File: config.mk
export PLATFORM = sky130hd
export DESIGN_NAME = tie_cfg_bank
export DESIGN_NICKNAME = d
export VERILOG_FILES = /design/src/rtl/tie_cfg_pkg.sv /design/src/rtl/tie_cfg_shreg.sv /design/src/rtl/tie_cfg_bank.sv
export SDC_FILE = /design/constraint.sdc
export NUM_CORES = 1
export LEC_CHECK = 0
export ABC_AREA = 0
export ABC_CLOCK_PERIOD_IN_PS = 1880
export CAP_MARGIN = 20
export CORE_MARGIN = 1.5
export CORE_UTILIZATION = 52
export CTS_BUF_LIST = sky130_fd_sc_hd__clkbuf_4 sky130_fd_sc_hd__clkbuf_8
export CTS_CLUSTER_SIZE = 30
export DETAILED_ROUTE_END_ITERATION = 8
export PLACE_DENSITY = 0.8
export SLEW_MARGIN = 20
export SYNTH_ARGS = -nofsm -noshare
export SYNTH_HDL_FRONTEND = slang
export SYNTH_SLANG_ARGS = --single-unit
File: constraint.sdc
create_clock -name CLK -period 1.88 [get_ports CLK]
set_input_delay 0.376 -clock CLK [delete_from_list [all_inputs] [get_ports CLK]]
set_output_delay 0.376 -clock CLK [all_outputs]
set_load 0.005 [all_outputs]
File: src/rtl/tie_cfg_pkg.sv
// Shared types and helpers for the tie_cfg_bank configurable tie-cell bank.
// Honours TIE_CFG_PARITY_EN: when defined, frames carry a trailing even-parity bit.
package tie_cfg_pkg;

  typedef enum logic [1:0] {
    IDLE  = 2'd0,
    SHIFT = 2'd1,
    READY = 2'd2,
    LOCK  = 2'd3
  } state_t;

`ifdef TIE_CFG_PARITY_EN
  localparam bit PARITY_EN = 1'b1;
`else
  localparam bit PARITY_EN = 1'b0;
`endif

  // Frame length in serial bits: data bits plus the optional parity bit.
  function automatic int frameLen(input int width);
    return PARITY_EN ? width + 1 : width;
  endfunction

  function automatic logic evenParity(input logic [63:0] data);
    return ^data;
  endfunction

endpackage

File: src/rtl/tie_cfg_shreg.sv
// Shadow shift register, frame bit counter and FULL detection for tie_cfg_bank.
// Honours TIE_CFG_PARITY_EN: the last frame bit lands in a separate parity flop.
module tie_cfg_shreg
  import tie_cfg_pkg::*;
#(
  parameter int             WIDTH       = 8,
  parameter logic [WIDTH-1:0] RESET_VALUE = {WIDTH{1'b1}},
  parameter int             FRAME_LEN   = WIDTH,
  parameter int             CNT_W       = $clog2(FRAME_LEN + 1)
) (
  input  logic             i_clk,
  input  logic             i_rst,
  input  logic             i_shift,
  input  logic             i_clear,
  input  logic             i_sdi,
  output logic [WIDTH-1:0] o_shadow,
  output logic             o_full,
  output logic             o_lastBit,
  output logic             o_parityOk
);

  logic [WIDTH-1:0] r_shadow;
  logic [CNT_W-1:0] r_cnt;
  logic [WIDTH-1:0] w_shiftNext;
  logic             w_full;
  logic             w_dataPhase;

  assign w_full      = (r_cnt == CNT_W'(FRAME_LEN));
  assign w_dataPhase = (r_cnt < CNT_W'(WIDTH));

  generate
    if (WIDTH == 1) begin : g_oneBit
      assign w_shiftNext = i_sdi;
    end else begin : g_multiBit
      assign w_shiftNext = {r_shadow[WIDTH-2:0], i_sdi};
    end
  endgenerate

  always_ff @(posedge i_clk) begin
    if (i_rst || i_clear) begin
      r_shadow <= RESET_VALUE;
      r_cnt    <= '0;
    end else if (i_shift && !w_full) begin
      if (w_dataPhase) begin
        r_shadow <= w_shiftNext;
      end
      r_cnt <= r_cnt + 1'b1;
    end
  end

`ifdef TIE_CFG_PARITY_EN
  logic r_parity;

  // Only the bit following the last data bit is captured as parity.
  always_ff @(posedge i_clk) begin
    if (i_rst || i_clear) begin
      r_parity <= 1'b0;
    end else if (i_shift && !w_full && !w_dataPhase) begin
      r_parity <= i_sdi;
    end
  end

  assign o_parityOk = (evenParity(64'(r_shadow)) == r_parity);
`else
  assign o_parityOk = 1'b1;
`endif

  assign o_shadow  = r_shadow;
  assign o_full    = w_full;
  assign o_lastBit = (r_cnt == CNT_W'(FRAME_LEN - 1));

endmodule

File: src/rtl/tie_cfg_bank.sv
// Bank of WIDTH runtime-programmable tie outputs with serial load, commit and lock.
// Honours TIE_CFG_PARITY_EN: commits are accepted only for frames with good even parity.
module tie_cfg_bank
  import tie_cfg_pkg::*;
#(
  parameter int               WIDTH       = 8,
  parameter logic [WIDTH-1:0] RESET_VALUE = {WIDTH{1'b1}}
) (
  input  logic             CLK,
  input  logic             RST,
  input  logic             SDI,
  input  logic             SEN,
  input  logic             COMMIT,
  input  logic             LOCK_REQ,
  output logic [WIDTH-1:0] Y,
  output logic             FULL,
  output logic             DONE,
  output logic             ERR,
  output logic             OVF,
  output logic             LOCKED
);

  localparam int FRAME_LEN = frameLen(WIDTH);
  localparam int CNT_W     = $clog2(FRAME_LEN + 1);

  state_t           r_state;
  state_t           w_nextState;
  logic [WIDTH-1:0] r_y;
  logic             r_done;
  logic             r_err;
  logic             r_ovf;

  logic [WIDTH-1:0] w_shadow;
  logic             w_full;
  logic             w_lastBit;
  logic             w_parityOk;
  logic             w_shiftEn;
  logic             w_clear;
  logic             w_loadY;
  logic             w_doneNext;
  logic             w_errNext;
  logic             w_ovfSet;
  logic             w_ovfClr;

  tie_cfg_shreg #(
    .WIDTH       (WIDTH),
    .RESET_VALUE (RESET_VALUE),
    .FRAME_LEN   (FRAME_LEN),
    .CNT_W       (CNT_W)
  ) u_shreg (
    .i_clk      (CLK),
    .i_rst      (RST),
    .i_shift    (w_shiftEn),
    .i_clear    (w_clear),
    .i_sdi      (SDI),
    .o_shadow   (w_shadow),
    .o_full     (w_full),
    .o_lastBit  (w_lastBit),
    .o_parityOk (w_parityOk)
  );

  always_ff @(posedge CLK) begin
    if (RST) begin
      r_state <= IDLE;
      r_y     <= RESET_VALUE;
      r_done  <= 1'b0;
      r_err   <= 1'b0;
      r_ovf   <= 1'b0;
    end else begin
      r_state <= w_nextState;
      r_done  <= w_doneNext;
      r_err   <= w_errNext;
      if (w_loadY) begin
        r_y <= w_shadow;
      end
      if (w_ovfClr) begin
        r_ovf <= 1'b0;
      end else if (w_ovfSet) begin
        r_ovf <= 1'b1;
      end
    end
  end

  // Priority within an unlocked state: LOCK_REQ, then COMMIT, then SEN.
  always_comb begin
    w_nextState = r_state;
    w_shiftEn   = 1'b0;
    w_clear     = 1'b0;
    w_loadY     = 1'b0;
    w_doneNext  = 1'b0;
    w_errNext   = 1'b0;
    w_ovfSet    = 1'b0;
    w_ovfClr    = 1'b0;
    if (r_state != LOCK) begin
      if (LOCK_REQ) begin
        w_nextState = LOCK;
        w_clear     = 1'b1;
      end else if (COMMIT) begin
        w_nextState = IDLE;
        w_clear     = 1'b1;
        if (r_state == READY && w_parityOk) begin
          w_loadY    = 1'b1;
          w_doneNext = 1'b1;
          w_ovfClr   = 1'b1;
        end else begin
          w_errNext = 1'b1;
        end
      end else if (SEN) begin
        if (r_state == READY) begin
          w_ovfSet = 1'b1;
        end else begin
          w_shiftEn   = 1'b1;
          w_nextState = w_lastBit ? READY : SHIFT;
        end
      end
    end
  end

  assign Y      = r_y;
  assign FULL   = w_full;
  assign DONE   = r_done;
  assign ERR    = r_err;
  assign OVF    = r_ovf;
  assign LOCKED = (r_state == LOCK);

endmodule
==> run summary, run 1 <==
Area leader, netlist: dfxtp_1
Clock sinks: 25
Die H: 46.7 microns
WL final: 2.14 mm
RSZ-0062 raised after global routing: false
Async S/R FF share, synth: 0%
Slew @ Worst Pin: 0.402 ns
Ranking of synthesized cells by area: dfxtp_1, a211o_1, o22a_1
Hold_ws: 0.479 ns
Max cap viols: 0
CTS max path bufs: 2
Sequential area share after synthesis: 50.4%
Post-Syn Area per Cell: 10.2 sq um
Max FO, Critical Path: 4
Status: completed
Hold Fails Final Rpt: 0
Crit path kind: reg -> out
Internal power: 0.667 mW
DRT antenna net count: 0
Clock share of power: 27.4%
Ports: 19
Core area: 1760 sq um
Post-Place Cells: 144
Post-synth top flop: dfxtp_1
Final routed DRC violation total: 0
Lkg Pwr: 0.499 nW
H-tree levels: 1
Std cell rows: 15
CTS clk-pin slew, worst paths: 0.13 ns
GR Overflow Total: 0
Post-synth design cell area: 992 sq um
Fin nets: 135
Min Tclk post-route: 1.76 ns
Yosys reg bits: 25
Post-DR vias/cell: 5.60
Post-synth net total: 105
Max-slew headroom: 73.2%
CP Launch Type: register
Worst-Skew Late Latency: 0.31 ns
Final setup viols: 0
Drt pass-1 iters: 4
First-pass GRT wire length: 3.33 mm
Vias in the first global route: 796
Share of cells above drive strength 1: 17.5%
Synthesis Warnings: 0
Post-synth EDFFs: 0
CTS Hold Bufs: 0
CTS root buf: clkbuf_4
GPL Wtd Cong: 0.820
DR WL/cell: 14.2 microns
DIE AREA: 2180 sq um
Layout area overhead: 33.8%
Tot GR Track Use: 21.7%
TritonCTS Buffers: 3
Die width: 46.7 microns
CP peak stage delay: 0.38 ns
Net Sw Frac: 23.0%
Antenna violations before repair: 0
Psw: 0.200 mW
Largest net degree at the start of global routing: 16
Tcrit/Tclk final: 93.9%
Worst Path Arrival: 1.39 ns
Diode count: 0
Slowest CP cell: dfxtp_2
Mapped Cells: 97
Pwr per Cell Area: 653 nW/um^2
Crit path cell chain: inv_1 > ha_1 > nand3b_1 > inv_2 > dlygate4sd2_1
Cell variety after synth: 27
Most frequent cells in the layout: dfxtp_1, clkdlybuf4s50_1, buf_4
Post-DP HPWL: 1.53 mm
Synth top area share: 50.4%
Logic pwr share: 9.7%
Hold crit path type: reg -> reg
Max-slew violations: 0
Starting density of the core: 56.2%
DRT iter0 DRCs: 8
Commonest non-fill, non-tap cell in the layout: dfxtp_1
Worst clock skew: 0.00287 ns
Sequential share of power: 62.9%
CP Capture Type: output pin
Vias: 845
I/O Buffers: 18
Max IR drop VDD: 0.000556 V
CTS tree: yes
CP Data Required Time: 1.50 ns
Finished Layout Cells: 151
Max Freq: 0.567 GHz
Final core utilization: 75.2%
## synthesized netlist by cell type, drive strengths merged, types with 2 or more instances
cell type,count
a211o,8
a21oi,5
buf,2
clkbuf,4
dfxtp,25
ha,2
inv,7
nand3,3
nand3b,2
nor2,4
nor3b,9
nor4b,2
o21ai,5
o22a,8
or4b,2
## layer usage
metal	track usage (%)	share of wire, %	wire, microns
met1	26.6	43	930
met2	38.6	52	1120
met3	2.35	2.9	61
met4	8.33	1.2	25
met5	0	0	0
## power by group through the flow
stage	Clock (mW)	Sequential [mW]	Combinational [mW]
final	0.237	0.545	0.0840
after global routing	0.263	0.547	0.0912
after CTS	0.245	0.545	0.0840
after detailed placement	0	0.557	0.0830
after global placement	0	0.556	0.0802
after floorplan	0	0.555	0.0381
## cell type report
class,count,area (sq um)
timing repair buffer,31,302
clock buffer,3,22.5
sequential,25,504
tap,25,31.3
fill,136,437
inverter,7,26.3
clock inverter,1,7.51
multi-input combinational,59,434
## registers in the layout, summed over array words and instances, names as in the netlist
name / count
Y: 8
u_shreg.o_shadow: 8
u_shreg.r_cnt: 4
r_state: 2
DONE: 1
ERR: 1
OVF: 1
## repair_timing
action / 4_1_cts / 5_1_grt
setup endpoints to repair: 1 / 2
gates resized for setup: 3 / 2
setup buffers: 3 / 0
## final timing paths
path | startpoint | to | slack [ns] | cells after the start
worst max-delay path | u_shreg.r_cnt[1] | FULL | 0.12 | 5
worst min-delay path | u_shreg.o_shadow[7] | u_shreg.o_shadow[7] | 0.48 | 1
worst max register to register | u_shreg.r_cnt[1] | u_shreg.r_cnt[2] | 0.27 | 7
worst min register to register | u_shreg.o_shadow[7] | u_shreg.o_shadow[7] | 0.48 | 1
## critical path, delay by kind of cell, from the launching register on
| family | cells | cell delay (ns) |
|---|---|---|
| fa+ha+maj | 1 | 0.17 |
| buf+inv | 3 | 0.38 |
| flops | 1 | 0.38 |
| simple gates | 1 | 0.14 |
## logic make-up (layout without fill, tap and decap cells)
family / after synthesis / after routing / share of synthesized area, %
AO/OA/AOI/OAI: 30 / 30 / 22.2
adder cells (fa/ha/maj): 2 / 2 / 2.52
buffers and inverters: 13 / 42 / 5.80
flip-flops: 25 / 25 / 50.4
AND/OR/NAND/NOR: 27 / 27 / 19.0
## through the flow
stage	setup TNS (ns)	instance area (sq um)	setup WS [ns]	total power, mW
2_1_floorplan	0	992	0.293	0.593
3_3_place_gp	-0.902	1270	-0.108	0.636
3_5_place_dp	-1.44	1270	-0.123	0.640
4_1_cts	0	1330	0.0390	0.874
5_1_grt	0	1330	0.0443	0.901
6_report	0	1330	0.115	0.867
(Power assumes the default switching activity.)
==> inputs of run 2 (changes only) <==
- ABC_AREA: 0 -> default
==> results of run 2 <==
Same layout as run 1: the final DEF is identical, and so are final timing and power.
==> inputs of run 3 (changes only) <==
- CAP_MARGIN: 20 -> 10
==> results of run 3 <==
Same layout as run 1: the final DEF is identical, and so are final timing and power.
==> patch 1: new RTL, flow settings as in run 3 <==
Set the package constant `PARITY_EN` to 1'b1 (it was 1'b0).
--- a/src/rtl/tie_cfg_pkg.sv
+++ b/src/rtl/tie_cfg_pkg.sv
@@ -12,7 +12,7 @@
 `ifdef TIE_CFG_PARITY_EN
   localparam bit PARITY_EN = 1'b1;
 `else
-  localparam bit PARITY_EN = 1'b0;
+  localparam bit PARITY_EN = 1'b1;
 `endif
 
   // Frame length in serial bits: data bits plus the optional parity bit.
Check against the original RTL: not equivalent (Yosys sat finds a counterexample within 10 cycles, from zero or initial values and one cycle with RST high).
==> patch 1 against run 3 <==
  * Wire length is 22% higher
  * Area after synthesis increased by 2.0%
  * Non-clock buffer count up 8
  * Worst setup slack got worse by 0.057 ns
  * Clock skew grew 0.0023 ns
  * Cell area is 6.4% higher
  * Power is 2.0% higher
  * Sequential cell count did not move
==> patch 1: results <==
metrics = {
    "worst_setup_path": {
        "cp_data_arrival_time_ns": 1.45,
        "cp_max_fo": 2,
        "slowest_delay_ns": 0.36,
        "cp_top_family": "buffers and inverters",
    },
    "timing": {
        "tightest_slew_ns": 0.352,
        "fmax_mhz": 549,
        "skew_ns": 0.00513,
    },
    "run_status": {
        "status": "completed",
    },
    "finish": {
        "final_cells": 169,
        "drive_gt1_frac": 0.250,
    },
    "clock_tree": {
        "clock_latency_ns": 0.33,
    },
    "power": {
        "leakage_nw": 0.538,
        "ir_drop_mv": 0.391,
    },
    "worst_hold_path": {
        "min_to": "OVF$_SDFFE_PP0P_",
        "hp-start": "OVF$_SDFFE_PP0P_",
    },
    "routing": {
        "routedWlPerCell_um": 15.5,
        "viasPerCell": 5.86,
        "initialDrtViolationCount": 42,
    },
    "grt": {
        "grt_pass1_vias": 922,
        "grt_use_total": 0.265,
    },
    "placement": {
        "dp.cells": 154,
        "dpl_cell_area_sq_um": 1280,
        "dp_hpwl_um": 1590,
    },
    "yosys": {
        "yosysSeqAreaShare": 0.494,
        "syn_nets": 116,
        "synth_area_leaders": "dfxtp_1 (49%), nand3_1 (9.4%), o22a_1 (6.9%)",
    },
}
patch 1: final cells by class:
cell class              count  area [sq um]
flip-flops and latches     25           507
multi-input cells          68           465
fillers                   112           370
repair buffers             39           349
well taps                  25          31.3
inverters                   8          30.0
clock buffers               3          22.5
clock inverters             1          7.51
patch 1: worst reg2reg max path, stage by stage (launching register included):
cell	delay [ns]
dfxtp_2	0.36
inv_2	0.07
ha_4	0.13
nand3b_1	0.13
buf_4	0.17
buf_4	0.12
buf_4	0.12
buf_4	0.12
buf_4	0.12
buf_4	0.12
buf_4	0.13
nand3_1	0.07
a21oi_1	0.06
patch 1: cell families (layout without fill, tap and decap cells):
family / count (synthesis) / after routing / synth area share
buf+inv: 14 / 51 / 0.0630
flops: 25 / 25 / 0.494
simple gates: 35 / 35 / 0.216
fa+ha+maj: 3 / 3 / 0.0371
compound gates: 30 / 30 / 0.189
patch 1: report_power, final:
group	leakage (nW)	total, mW	internal, mW	switching (mW)
sequential	0.205	0.546	0.537	0.00831
clock	0.0139	0.252	0.0816	0.170
combinational	0.319	0.0866	0.0470	0.0396
total	0.538	0.884	0.666	0.218
patch 1: per-layer routing:
layer	routed length (um)	track usage	vias up
met5	0	0	-
met4	80	0.150	0
met3	125	0.0577	13
met2	1330	0.455	48
met1	1080	0.304	469
li1	-	-	461
patch 1: per-stage QoR:
stage	hold WS (ns)	util	TNS (ns)
after floorplan	0.430	-	0
after global placement	0.448	0.716	-0.0496
after detailed placement	0.452	0.716	-0.582
after CTS	0.484	0.777	0
after global routing	0.503	0.792	0
final	0.490	0.792	0
patch 1: repair_timing:
item | 4_1_cts | 5_1_grt
resized for setup | 5 | 5
setup buffers | 10 | 2
setup endpoints to repair | 2 | 2
endpoints found under the hold margin | 0 | 0
==> patch 2: new RTL, config.mk and constraints of run 3 <==
Without the edit above. The 4 states of `state_t` get a Gray code encoding in 2 bits.
--- a/src/rtl/tie_cfg_pkg.sv
+++ b/src/rtl/tie_cfg_pkg.sv
@@ -3,10 +3,10 @@
 package tie_cfg_pkg;
 
   typedef enum logic [1:0] {
-    IDLE  = 2'd0,
-    SHIFT = 2'd1,
-    READY = 2'd2,
-    LOCK  = 2'd3
+    IDLE  = 2'b00,
+    SHIFT = 2'b01,
+    READY = 2'b11,
+    LOCK  = 2'b10
   } state_t;
 
 `ifdef TIE_CFG_PARITY_EN
Check against the original RTL: no difference found for any inputs over 10 cycles, from zero or initial values and one cycle with RST high; not proved beyond that.
==> patch 2 against run 3 <==
  * Worst setup slack got worse by 0.021 ns
  * Final cell count rose by 4.0%
  * Largest cell class unchanged
  * Highest routed layer unchanged
  * Sequential cell count stayed put
  * Power decreased by 0.23%
  * Cell area fell by 2.6%
  * Count of clock-buffer cells in the layout unchanged
  * Global-route usage rose by 1.7 points
  * Wire length grew 7.3%
  * Area after synthesis down 0.38%
  * Clock skew up 0.0095 ns
==> patch 2: results <==
metrics = {
    "power": {
        "leakage_nw": 0.482,
        "switching_share": 0.240,
        "ir_drop_mv": 0.465,
    },
    "routing": {
        "first_pass_iters": 6,
        "dr_wl_met2_um": 1150,
        "wl_met3_um": 121,
        "viasPerCell": 5.83,
        "routedWlPerCell_um": 14.6,
        "initialDrtViolationCount": 33,
        "num_vias": 915,
        "drt-met1-wl_um": 982,
    },
    "grt": {
        "grt_pass1_wl_um": 3600,
        "grt_pass1_vias": 826,
        "grt_start_max_net_pins": 16,
        "grt_use_total": 0.234,
        "antenna_found_initial": 0,
    },
    "run_status": {
        "status": "completed",
    },
    "placement": {
        "dp.cells": 150,
        "gp_congestion": 0.805,
        "dp_slack_ns": -0.113,
        "dp_hpwl_um": 1540,
        "dpl_cell_area_sq_um": 1230,
    },
    "yosys": {
        "synth_xor_area_frac": 0,
        "yosysWarnings": 0,
        "yosys-top-cells-count": "dfxtp_1 (25), nand3_1 (20), inv_1 (8), o21ai_0 (8), o22a_1 (8)",
        "synthDistinctLibCells": 29,
        "ys_async_sr_fraction": 0,
        "synthMuxAreaShare": 0,
        "synth_area_leaders": "dfxtp_1 (51%), nand3_1 (10%), o22a_1 (7.1%)",
        "yosysSeqAreaShare": 0.506,
        "synth_adder_area_share": 0.0253,
        "syn_inst": 105,
        "synth_compound_area_frac": 0.203,
    },
    "finish": {
        "drive_gt1_frac": 0.167,
        "diodes": 0,
        "nNetsFinal": 141,
    },
    "worst_hold_path": {
        "min_path_type": "reg -> reg",
    },
    "worst_setup_path": {
        "slowest_delay_ns": 0.51,
        "cp_data_arrival_time_ns": 1.41,
        "cp_slowest_cell": "clkdlybuf4s50_1",
        "cp_top_family": "buffers and inverters",
        "cp_max_fo": 8,
    },
    "clock_tree": {
        "cts.repair.resized": 5,
        "h-tree-depth": 1,
        "cts-root-buf": "clkbuf_4",
    },
    "timing": {
        "skew_ns": 0.0123,
        "finalSetupViolations": 0,
        "slew-limit-headroom": 0.752,
    },
}
patch 2: changes by cell type after synthesis, moves of 2 or more:
cell / delta
o21ai_0: +7
nand3_1: +17
a211o_1: -8
nor3b_1: -8
nor4b_1: -2
patch 2: path summary, 6_finish.rpt:
| check | start | endpoint | slack [ns] | cells after the start |
|---|---|---|---|---|
| max | r_state[1]$_SDFFE_PP0P_ | LOCKED | 0.09 | 2 |
| min | u_shreg.o_shadow[7]$_SDFFE_PP1P_ | Y[7]$_SDFFE_PP1P_ | 0.49 | 1 |
| max reg2reg | r_state[1]$_SDFFE_PP0P_ | u_shreg.r_cnt[3]$_SDFFE_PP0P_ | 0.27 | 4 |
| min reg2reg | u_shreg.o_shadow[7]$_SDFFE_PP1P_ | Y[7]$_SDFFE_PP1P_ | 0.49 | 1 |
patch 2: per-layer routing:
metal,track usage,up-vias
li1,-,437
met1,0.308,427
met2,0.369,43
met3,0.0353,8
met4,0.114,0
met5,0,-
patch 2: kinds of logic after synthesis:
logic type / Yosys count
AOI/OAI and AO/OA: 30
adders and majority gates: 2
buffers and inverters: 14
DFF: 25
and+or+nand+nor: 34
patch 2: power by group through the flow:
stage	registers, mW	logic, mW	clock network, mW
6_report	0.544	0.0763	0.244
5_1_grt	0.546	0.0832	0.271
4_1_cts	0.544	0.0742	0.247
3_5_place_dp	0.556	0.0720	0
3_3_place_gp	0.555	0.0693	0
2_1_floorplan	0.552	0.0426	0
patch 2: area by class of cell:
type                            instances  area, sq um
Tap cell                               25         31.3
Multi-Input combinational cell         66          434
Fill cell                             150          472
Inverter                                8         30.0
Sequential cell                        25          505
Clock buffer                            3         22.5
Timing Repair Buffer                   29          262
Clock inverter                          1         7.51
